[config.mk]
export PLATFORM = sky130hd
export DESIGN_NAME = uart_rx
export DESIGN_NICKNAME = d
export VERILOG_FILES = /design/src/rtl/uart_rx.sv
export SDC_FILE = /design/constraint.sdc
export NUM_CORES = 1
export LEC_CHECK = 0
export CAP_MARGIN = 10
export CORE_ASPECT_RATIO = 0.7
export CORE_MARGIN = 5
export CORE_UTILIZATION = 60
export DETAILED_ROUTE_END_ITERATION = 7
export GPL_ROUTABILITY_DRIVEN = 0
export PLACE_DENSITY = 0.83
export SLEW_MARGIN = 10
export SYNTH_ARGS = -nofsm -noshare
export SYNTH_HDL_FRONTEND = slang
export SYNTH_SLANG_ARGS = --single-unit
export TNS_END_PERCENT = 10
[constraint.sdc]
create_clock -name PCLK -period 4 [get_ports PCLK]
set_clock_uncertainty 0.2 [all_clocks]
set_input_delay 0.8 -clock PCLK [delete_from_list [all_inputs] [get_ports PCLK]]
set_output_delay 0.8 -clock PCLK [all_outputs]
set_load 0.02 [all_outputs]
[src/rtl/uart_rx.sv]
// rtl/uart_rx.sv - 16x-oversampled UART receiver with show-ahead receive FIFO
// and sticky parity, framing and overflow error flags.
module uart_rx #(
  parameter int UART_DATA_WIDTH        = 8,
  parameter int UART_RX_FIFO_DEPTH     = 8,
  parameter int UART_RX_FIFO_PTR_WIDTH = 4
) (
  input  logic                       PCLK,
  input  logic                       PRESETN,
  input  logic                       rx_baud_pulse,
  input  logic                       UART_RX,
  input  logic                       rx_data_reg_rd,
  input  logic                       data_bits,
  input  logic                       parity_en,
  input  logic                       parity_odd0_even1,
  input  logic                       rx_err_clr,
  output logic [UART_DATA_WIDTH-1:0] rx_data,
  output logic                       rx_ready,
  output logic                       parity_err,
  output logic                       framing_err,
  output logic                       overflow_err
);

  localparam int BW     = $clog2(UART_DATA_WIDTH);
  localparam int ADDR_W = UART_RX_FIFO_PTR_WIDTH - 1;
  localparam logic [BW-1:0] LAST8 = BW'(UART_DATA_WIDTH - 1);
  localparam logic [BW-1:0] LAST7 = BW'(UART_DATA_WIDTH - 2);

  typedef enum logic [2:0] {S_IDLE, S_START, S_DATA, S_PARITY, S_STOP} state_t;

  state_t                       r_state;
  logic                         r_rx_meta;
  logic                         r_rxs;
  logic                         r_armed;
  logic [3:0]                   r_tick;
  logic [BW-1:0]                r_bit_cnt;
  logic [UART_DATA_WIDTH-1:0]   r_shift;
  logic                         r_bits8;
  logic                         r_par_en;
  logic                         r_par_even;
  logic                         r_bad;
  logic                         r_parity_err;
  logic                         r_framing_err;
  logic                         r_overflow_err;
  logic [UART_RX_FIFO_PTR_WIDTH-1:0] r_wr_ptr;
  logic [UART_RX_FIFO_PTR_WIDTH-1:0] r_rd_ptr;
  logic [UART_DATA_WIDTH-1:0]   r_mem [UART_RX_FIFO_DEPTH];

  logic w_tick_end;
  logic w_mid_bit;
  logic w_par_exp;
  logic w_perr_set;
  logic w_ferr_set;
  logic w_push;
  logic w_empty;
  logic w_full;
  logic w_pop;
  logic w_wr;
  logic w_ovf_set;

  assign w_tick_end = rx_baud_pulse && (r_tick == 4'd15);
  assign w_mid_bit  = rx_baud_pulse && (r_tick == 4'd7);
  assign w_par_exp  = r_par_even ? (^r_shift) : ~(^r_shift);
  assign w_perr_set = (r_state == S_PARITY) && w_tick_end && (r_rxs != w_par_exp);
  assign w_ferr_set = (r_state == S_STOP) && w_tick_end && !r_rxs;
  assign w_push     = (r_state == S_STOP) && w_tick_end && r_rxs && !r_bad;

  always_ff @(posedge PCLK or negedge PRESETN) begin
    if (!PRESETN) begin
      r_rx_meta <= 1'b1;
      r_rxs     <= 1'b1;
    end else begin
      r_rx_meta <= UART_RX;
      r_rxs     <= r_rx_meta;
    end
  end

  always_ff @(posedge PCLK or negedge PRESETN) begin
    if (!PRESETN) begin
      r_state    <= S_IDLE;
      r_armed    <= 1'b0;
      r_tick     <= '0;
      r_bit_cnt  <= '0;
      r_shift    <= '0;
      r_bits8    <= 1'b1;
      r_par_en   <= 1'b0;
      r_par_even <= 1'b0;
      r_bad      <= 1'b0;
    end else begin
      if (rx_baud_pulse) r_tick <= r_tick + 4'd1;
      case (r_state)
        S_IDLE: begin
          // A line stuck low after a bad stop bit must go high before the next start counts
          if (rx_baud_pulse) begin
            if (!r_armed) begin
              r_armed <= r_rxs;
            end else if (!r_rxs) begin
              r_state <= S_START;
              r_tick  <= '0;
            end
          end
        end
        S_START: begin
          if (w_mid_bit) begin
            if (!r_rxs) begin
              r_state    <= S_DATA;
              r_tick     <= '0;
              r_bit_cnt  <= '0;
              r_shift    <= '0;
              r_bad      <= 1'b0;
              r_bits8    <= data_bits;
              r_par_en   <= parity_en;
              r_par_even <= parity_odd0_even1;
            end else begin
              r_state <= S_IDLE;
              r_armed <= 1'b0;
            end
          end
        end
        S_DATA: begin
          if (w_tick_end) begin
            r_shift[r_bit_cnt] <= r_rxs;
            r_bit_cnt          <= r_bit_cnt + 1'b1;
            if (r_bit_cnt == (r_bits8 ? LAST8 : LAST7))
              r_state <= r_par_en ? S_PARITY : S_STOP;
          end
        end
        S_PARITY: begin
          if (w_tick_end) begin
            if (w_perr_set) r_bad <= 1'b1;
            r_state <= S_STOP;
          end
        end
        S_STOP: begin
          if (w_tick_end) begin
            if (!r_rxs) r_bad <= 1'b1;
            r_state <= S_IDLE;
            r_armed <= 1'b0;
          end
        end
        default: begin
          r_state <= S_IDLE;
          r_armed <= 1'b0;
        end
      endcase
    end
  end

  assign w_empty   = (r_wr_ptr == r_rd_ptr);
  assign w_full    = (r_wr_ptr[ADDR_W-1:0] == r_rd_ptr[ADDR_W-1:0]) &&
                     (r_wr_ptr[ADDR_W] != r_rd_ptr[ADDR_W]);
  assign w_pop     = rx_data_reg_rd && !w_empty;
  // A pop on the same edge frees the slot the write lands in
  assign w_wr      = w_push && (!w_full || w_pop);
  assign w_ovf_set = w_push && w_full && !w_pop;

  always_ff @(posedge PCLK or negedge PRESETN) begin
    if (!PRESETN) begin
      r_wr_ptr <= '0;
      r_rd_ptr <= '0;
    end else begin
      if (w_wr)  r_wr_ptr <= r_wr_ptr + 1'b1;
      if (w_pop) r_rd_ptr <= r_rd_ptr + 1'b1;
    end
  end

  always_ff @(posedge PCLK) begin
    if (w_wr) r_mem[r_wr_ptr[ADDR_W-1:0]] <= r_shift;
  end

  always_ff @(posedge PCLK or negedge PRESETN) begin
    if (!PRESETN) begin
      r_parity_err   <= 1'b0;
      r_framing_err  <= 1'b0;
      r_overflow_err <= 1'b0;
    end else begin
      r_parity_err   <= w_perr_set ? 1'b1 : (rx_err_clr ? 1'b0 : r_parity_err);
      r_framing_err  <= w_ferr_set ? 1'b1 : (rx_err_clr ? 1'b0 : r_framing_err);
      r_overflow_err <= w_ovf_set  ? 1'b1 : (rx_err_clr ? 1'b0 : r_overflow_err);
    end
  end

  assign rx_ready     = !w_empty;
  assign rx_data      = w_empty ? '0 : r_mem[r_rd_ptr[ADDR_W-1:0]];
  assign parity_err   = r_parity_err;
  assign framing_err  = r_framing_err;
  assign overflow_err = r_overflow_err;

endmodule

==> results.yml, run 1 <==
power:
  switching_power_uw: 888
  peakVddDrop_mv: 0.375
  clkPwrFrac: 0.225
  p_seq_frac: 0.479
  power.density_nw_per_um2: 543
  p_int_mw: 1.81
  swShare: 0.330
  total_power_mw: 2.69
  pwr-share-comb: 0.295
  leakage_nw: 1.89
floorplanning:
  die_h_um: 82.1
  boundaryPins: 21
  initial_core_util: 0.615
  rows: 26
  die_x_um: 113
  die_area_um2: 9280
  core_area_um2: 7250
hold_path:
  hp-class: "reg -> reg"
  hold_depth: 0
setup_path:
  crit_chain: "xor2_1 > nor3_1 > and2_1 > inv_1 > clkdlybuf4s50_1"
  path_max_fanout: 11
  critPathArrivalTime_ps: 2640
  start_kind: "register"
  endpoint_kind: "primary output"
  cp.required_ps: 3000
  critPathMaxStageDelay_ps: 560
  reg2regPathDepth: 5
  cp_slowest_cell: "clkdlybuf4s50_1"
  crit_type: "reg -> out"
cells_and_area:
  drive_gt1_frac: 0.163
  fin_nets: 345
  num_antenna_cells: 0
  syn_to_final_growth_pct: 11.3
clock_tree:
  root_buffer: "clkbuf_8"
  cts_tree: "yes"
  cts_setup_buffers: 0
  numCtsBuffers: 9
  cts_hold_buf: 0
  cts_sinks: 100
  clockBufferDepth: 2
  clk_latency_ps: 360
  htree_levels: 3
  cts.clk_slew.worst_paths_ps: 100
  ctsResizeCount: 0
timing:
  post-route-period-util: 0.910
  setup-tns-final_ps: 0
  worstMarginPinSlew_ps: 793
  final.min_clock_period_ps: 3640
  max_freq_mhz: 275
  drv_slew: 0
  setup_viol: 0
  hold_viol: 0
  maxSlewHeadroom: 0.472
  grt_setup_unrepaired: "no"
synth:
  syn_area_um2: 4460
  ys.flop_type: "edfxtp_1"
  ys_ff_latch: 100
  synthCells: 310
  ys_seq_area_frac: 0.634
  avgSynthCellArea_um2: 14.4
  yosys.area.top_type: "edfxtp_1"
  synth_fp_nets: 323
  synth_area_leaders: "edfxtp_1 (43%), dfrtp_1 (19%), mux4_2 (8.1%)"
  synthTopCellsByCount: "edfxtp_1 (64), dfrtp_1 (33), nand2_1 (25)"
  yosys_warnings: 0
  synth_edf_count: 64
  yosys.area.top_type_share: 0.431
  async_flop_share: 0.360
  synth_most_common_cell: "edfxtp_1"
  ys_types: 52
grt:
  grt_pass1_wl_um: 13400
  overflow: 0
  grt_max_degree: 37
  grt_pass1_vias: 2500
  track_usage: 0.187
  antenna_found_initial: 0
outcome:
  run_status: "completed"
placement:
  port_buffers: 20
  dp_hpwl_um: 5470
detailed_routing:
  dr_total_vias: 2595
  drc: 0
  firstDrtPassIters: 4
  antenna_left: 0
  viasPerCell: 5.97
  wl_per_cell_um: 18.1
  wirelength_um: 7860
  drt_iter0_drc: 146
job:
  cap_violations: 0
-- final cells by class --
type	instances	area, um^2
clock inverters	7	70.1
inverters	8	30.0
repair buffers	30	270
well taps	98	123
multi-input cells	183	1520
clock buffers	9	124
fillers	492	2290
flip-flops and latches	100	2830
-- final timing paths --
kind / from / to / slack, ps
max: r_wr_ptr[0]$_DFFE_PN0P_ / rx_ready / 360
min: r_rx_meta$_DFF_PN1_ / r_rxs$_DFF_PN1_ / 160
max reg2reg: r_state[2]$_DFFE_PN0P_ / r_mem[7][3]$_DFFE_PP_ / 1100
min reg2reg: r_rx_meta$_DFF_PN1_ / r_rxs$_DFF_PN1_ / 160
max in group asynchronous: PRESETN / r_shift[2]$_DFFE_PN0P_ / 2780
min in group asynchronous: PRESETN / r_wr_ptr[0]$_DFFE_PN0P_ / 320
-- power by group through the flow --
stage	sequential (mW)	clock (mW)	combinational (mW)
floorplan	1.25	0	0.652
global placement	1.30	0	0.780
detailed placement	1.31	0	0.800
CTS	1.29	0.624	0.801
global route	1.31	0.683	0.879
finish	1.29	0.607	0.795
-- flip-flops by register name, indices dropped and copies added, names as in the netlist --
register	cells
r_tick	4
r_rx_meta	1
r_bits8	1
r_armed	1
r_rxs	1
r_bit_cnt	3
r_par_en	1
parity_err	1
r_rd_ptr	4
r_par_even	1
r_bad	1
r_mem	64
r_wr_ptr	4
overflow_err	1
r_shift	8
r_state	3
framing_err	1
-- critical path: cells and delay by family, from the launching register on --
kind / cells / cell delay (ps)
xor gates and xnor gates: 1 / 200
and+or+nand+nor: 2 / 840
DFF: 1 / 530
buffers and inverters: 2 / 710
-- cell families (layout without fill, tap and decap cells) --
family | after synthesis | count (layout) | synth area share
adders and majority gates | 4 | 4 | 0.0112
muxes | 33 | 33 | 0.120
buffers and inverters | 27 | 54 | 0.0253
and+or+nand+nor | 87 | 87 | 0.100
xor gates and xnor gates | 22 | 22 | 0.0463
DFF | 100 | 100 | 0.634
AOI/OAI and AO/OA | 37 | 37 | 0.0629
-- through the flow --
stage / util / setup slack, ps / hold WS, ps / instances / area, um^2
final: 0.684 / 361 / 163 / 435 / 4960
after global routing: 0.684 / 167 / 173 / 435 / 4960
after CTS: 0.684 / 349 / 166 / 435 / 4960
after detailed placement: 0.657 / 517 / 151 / 419 / 4770
after global placement: 0.657 / 604 / 147 / 419 / 4770
after floorplan: - / 814 / 145 / 310 / 4460
-- cells in the final DEF, fill, tap and decap left out, drive strengths merged, types with 4 or more instances in the layout --
cell type	n
buf	11
edfxtp	64
clkbuf	9
clkdlybuf4s50	19
nand3	7
xor2	8
ha	4
mux4	16
nand2	26
dfrtp	33
clkinv	4
nor3b	4
inv	11
mux2i	13
o311ai	5
nand4	4
nor2	22
a21oi	8
o21ai	5
o41ai	4
mux2	4
xnor2	13
nor3	4
-- routing by layer --
layer	up-vias	track usage	share of wire
met5	-	0	0
met4	0	0.0516	0.010
met3	8	0.0408	0.056
met2	78	0.285	0.46
met1	1288	0.277	0.47
li1	1221	-	-
No activity file was read; power rests on OpenSTA's default activity.
==> run 2, diff against run 1 <==
--- a/config.mk
+++ b/config.mk
@@ -8,10 +8,10 @@
 export CAP_MARGIN = 10
 export CORE_ASPECT_RATIO = 0.7
 export CORE_MARGIN = 5
-export CORE_UTILIZATION = 60
+export CORE_UTILIZATION = 41
 export DETAILED_ROUTE_END_ITERATION = 7
 export GPL_ROUTABILITY_DRIVEN = 0
-export PLACE_DENSITY = 0.83
+export PLACE_DENSITY = 0.62
 export SLEW_MARGIN = 10
 export SYNTH_ARGS = -nofsm -noshare
 export SYNTH_HDL_FRONTEND = slang
==> results.yml, run 2 (same netlist as run 1, synthesis figures left out) <==
floorplanning:
  boundaryPins: 21
  initial_core_util: 0.426
  rows: 31
  core_area_um2: 10500
  die_h_um: 97.2
  die_x_um: 135
  die_area_um2: 13100
setup_path:
  critPathMaxStageDelay_ps: 560
  path_max_fanout: 11
  crit_chain: "xor2_1 > nor3_1 > and2_1 > inv_1 > clkdlybuf4s50_1"
  start_kind: "register"
  r2r_slack_ps: 1330
  cp.required_ps: 3000
  r2r_start: "r_state[2]$_DFFE_PN0P_"
  crit_type: "reg -> out"
  endpoint_kind: "primary output"
  reg2regPathDepth: 6
  cp_slowest_cell: "clkdlybuf4s50_1"
  rr_endpoint: "r_mem[5][2]$_DFFE_PP_"
  critPathArrivalTime_ps: 2610
clock_tree:
  ctsResizeCount: 0
  cts_sinks: 100
  root_buffer: "clkbuf_16"
  clk_latency_ps: 340
  clockBufferDepth: 2
  cts.clk_slew.worst_paths_ps: 70
  cts_hold_buf: 0
  htree_levels: 3
  numCtsBuffers: 9
  cts_setup_buffers: 0
  cts_tree: "yes"
detailed_routing:
  antenna_left: 0
  firstDrtPassIters: 4
  drt_iter0_drc: 132
  drc: 0
  viasPerCell: 5.43
  dr_total_vias: 2553
  wirelength_um: 8340
  wl_per_cell_um: 17.7
cells_and_area:
  fin_nets: 346
  largest_reg_flops: 64
  instances_no_fill: 470
  final_cell_mix: "edfxtp_1 (64), dfrtp_1 (33), nand2_1 (25)"
  num_antenna_cells: 0
  final_common_cell: "edfxtp_1"
  syn_to_final_growth_pct: 14.3
  drive_gt1_frac: 0.163
  stdcell_area_um2: 5100
hold_path:
  hold_start: "r_rx_meta$_DFF_PN1_"
  hold_depth: 0
  hold_end: "r_rxs$_DFF_PN1_"
  hp-class: "reg -> reg"
timing:
  post-route-period-util: 0.902
  maxSlewHeadroom: 0.452
  setup-tns-final_ps: 0
  grt_setup_unrepaired: "no"
  worstMarginPinSlew_ps: 822
  final.min_clock_period_ps: 3610
  setup_viol: 0
  hold_viol: 0
  max_freq_mhz: 277
  drv_slew: 0
grt:
  grt_max_degree: 37
  overflow: 0
  antenna_found_initial: 0
  track_usage: 0.136
  grt_pass1_wl_um: 13600
  grt_pass1_vias: 2432
power:
  clkPwrFrac: 0.279
  switching_power_uw: 919
  power.density_nw_per_um2: 571
  leakage_nw: 1.93
  p_seq_frac: 0.443
  pwr-share-comb: 0.277
  swShare: 0.316
  p_int_mw: 1.99
  total_power_mw: 2.91
  peakVddDrop_mv: 0.231
outcome:
  run_status: "completed"
placement:
  dp.cells: 454
  port_buffers: 20
  dp_hpwl_um: 5590
  place_area_um2: 4820
job:
  cap_violations: 0
[run 2: cell count changes in the layout (fill, tap and decap cells not counted)]
cell,delta
clkbuf_16,+9
clkbuf_8,-9
buf_4,+1
clkbuf_1,+1
clkinv_8,-1
clkinvlp_4,+1
inv_8,-1
[run 2: cell type report]
class	instances	area (um^2)
flip-flops and latches	100	2830
clock buffers	10	229
fillers	934	5380
well taps	132	165
repair buffers	31	278
multi-input cells	183	1520
inverters	8	30.0
clock inverters	6	50.0
[run 2: how the worst max path moves through the flow]
stage,start,to,slack (ps),depth (start not counted)
6_report,r_wr_ptr[0]$_DFFE_PN0P_,rx_ready,390,5
5_1_grt,r_wr_ptr[0]$_DFFE_PN0P_,rx_ready,150,5
4_1_cts,r_wr_ptr[0]$_DFFE_PN0P_,rx_ready,320,5
3_5_place_dp,rx_baud_pulse,r_mem[6][4]$_DFFE_PP_,610,6
3_3_place_gp,rx_baud_pulse,r_mem[5][2]$_DFFE_PP_,630,6
2_1_floorplan,rx_baud_pulse,r_mem[6][0]$_DFFE_PP_,810,5
[run 2: power by group through the flow]
stage	Sequential (mW)	Combinational, mW	Clock, mW
2_1_floorplan	1.25	0.652	0
4_1_cts	1.29	0.822	0.835
3_5_place_dp	1.31	0.818	0
5_1_grt	1.30	0.896	0.881
3_3_place_gp	1.31	0.810	0
6_report	1.29	0.808	0.813
[run 2: metal layers]
layer | track usage | wire [um]
met5 | 0 | 0
met1 | 0.214 | 4400
met3 | 0.0409 | 413
met4 | 0.0352 | 89
met2 | 0.179 | 3430
[run 2: worst max-delay path: cells and delay by family, from the launching register on]
family        cells  cell delay, ps
simple gates      2             860
buf+inv           2             700
xor+xnor          1             190
flops             1             510
[run 2: through the flow]
step	worst slack [ps]	util	hold WS [ps]
floorplan	814	-	145
global placement	632	0.460	147
detailed placement	611	0.460	148
CTS	319	0.487	158
global route	146	0.487	163
finish	393	0.487	156
==> run 3, diff against run 2 <==
--- a/config.mk
+++ b/config.mk
@@ -12,6 +12,7 @@
 export DETAILED_ROUTE_END_ITERATION = 7
 export GPL_ROUTABILITY_DRIVEN = 0
 export PLACE_DENSITY = 0.62
+export SETUP_SLACK_MARGIN = 0.4
 export SLEW_MARGIN = 10
 export SYNTH_ARGS = -nofsm -noshare
 export SYNTH_HDL_FRONTEND = slang
==> results.yml, run 3 (same netlist as run 1, synthesis figures left out) <==
grt:
  track_usage: 0.136
  grt_pass1_vias: 2432
  grt_max_degree: 37
  antenna_found_initial: 0
  grt_pass1_wl_um: 13600
  overflow: 0
placement:
  port_buffers: 20
  dp_hpwl_um: 5590
  dp.cells: 454
  place_ws_ps: 611
  place_area_um2: 4820
floorplanning:
  die_x_um: 135
  boundaryPins: 21
  core_area_um2: 10500
  die_h_um: 97.2
  initial_core_util: 0.426
  die_area_um2: 13100
  rows: 31
timing:
  post-route-period-util: 0.852
  setup-tns-final_ps: 0
  max_freq_mhz: 293
  setup_ws_ps: 591
  hold_viol: 0
  worstMarginPinSlew_ps: 825
  setup_viol: 0
  holdWs_ps: 156
  drv_slew: 0
  grt_setup_unrepaired: "no"
  maxSlewHeadroom: 0.450
  final.min_clock_period_ps: 3410
cells_and_area:
  largest_reg_flops: 64
  fin_nets: 346
  nFillCells: 934
  seqCellArea_um2: 2830
  fin_util: 0.487
  num_antenna_cells: 0
  final_cell_mix: "edfxtp_1 (64), dfrtp_1 (33), nand2_1 (25)"
  final_common_cell: "edfxtp_1"
  instances_no_fill: 470
  drive_gt1_frac: 0.169
  syn_to_final_growth_pct: 14.5
  multi_input_area_um2: 1530
  stdcell_area_um2: 5100
setup_path:
  path_max_fanout: 19
  r2r_start: "r_state[2]$_DFFE_PN0P_"
  crit_start: "r_rd_ptr[0]$_DFFE_PN0P_"
  endpoint_kind: "primary output"
  rr_endpoint: "r_mem[5][2]$_DFFE_PP_"
  start_kind: "register"
  crit_end: "rx_data[2]"
  r2r_slack_ps: 1350
  critPathArrivalTime_ps: 2410
  reg2regPathDepth: 6
  cp.required_ps: 3000
  crit_type: "reg -> out"
hold_path:
  hp-class: "reg -> reg"
power:
  total_power_mw: 2.91
  power.density_nw_per_um2: 571
  peakVddDrop_mv: 0.231
  leakage_nw: 1.94
clock_tree:
  root_buffer: "clkbuf_16"
  cts_sinks: 100
  numCtsBuffers: 9
  cts_tree: "yes"
  clockBufferDepth: 2
  cts.clk_slew.worst_paths_ps: 70
  cts_setup_buffers: 0
  clk_latency_ps: 340
  htree_levels: 3
detailed_routing:
  wirelength_um: 8370
  wl_per_cell_um: 17.8
  antenna_left: 0
  firstDrtPassIters: 4
  dr_total_vias: 2578
  drc: 0
  viasPerCell: 5.49
  drt_iter0_drc: 139
outcome:
  run_status: "completed"
job:
  cap_violations: 0
==> run 3: where the power goes <==
| part | leakage (nW) | internal (mW) | switching (mW) |
|---|---|---|---|
| clock network | 0.135 | 0.430 | 0.384 |
| registers | 1.11 | 1.18 | 0.115 |
| logic | 0.691 | 0.390 | 0.421 |
==> run 3: how the worst min path moves through the flow <==
stage                     slack (ps)                start         endpoint  depth (start not counted)
after global routing             160  r_rx_meta$_DFF_PN1_  r_rxs$_DFF_PN1_                          0
final                            160  r_rx_meta$_DFF_PN1_  r_rxs$_DFF_PN1_                          0
after CTS                        160  r_rx_meta$_DFF_PN1_  r_rxs$_DFF_PN1_                          0
after floorplan                  150  r_rx_meta$_DFF_PN1_  r_rxs$_DFF_PN1_                          0
after detailed placement         150  r_rx_meta$_DFF_PN1_  r_rxs$_DFF_PN1_                          0
after global placement           150  r_rx_meta$_DFF_PN1_  r_rxs$_DFF_PN1_                          0
==> run 3: layout make-up <==
| cell class | instances | area share |
|---|---|---|
| clock buffer | 10 | 0.0449 |
| clock inverter | 6 | 0.00981 |
| inverter | 8 | 0.00588 |
| multi-input combinational | 183 | 0.299 |
| sequential | 100 | 0.554 |
| tap | 132 | 0.0324 |
| timing repair buffer | 31 | 0.0544 |
==> run 3: critical path, cell delays in order, from the launching register on <==
cell             delay, ps
dfrtp_1                380
buf_4                  350
mux4_2                 590
mux2i_1                150
nor2_1                  50
clkdlybuf4s50_1        530
==> run 3: metal layers <==
metal	global-route usage	vias up	routed length [um]
li1	-	1221	-
met1	0.214	1301	4480
met2	0.179	43	3430
met3	0.0409	13	360
met4	0.0352	0	89
met5	0	-	0
==> run 3: timing repair <==
item                       4_1_cts  5_1_grt
setup endpoints to repair        9        9
hold endpoints to repair         0        0
gates resized for setup          1        1
hold buffers                     0        0
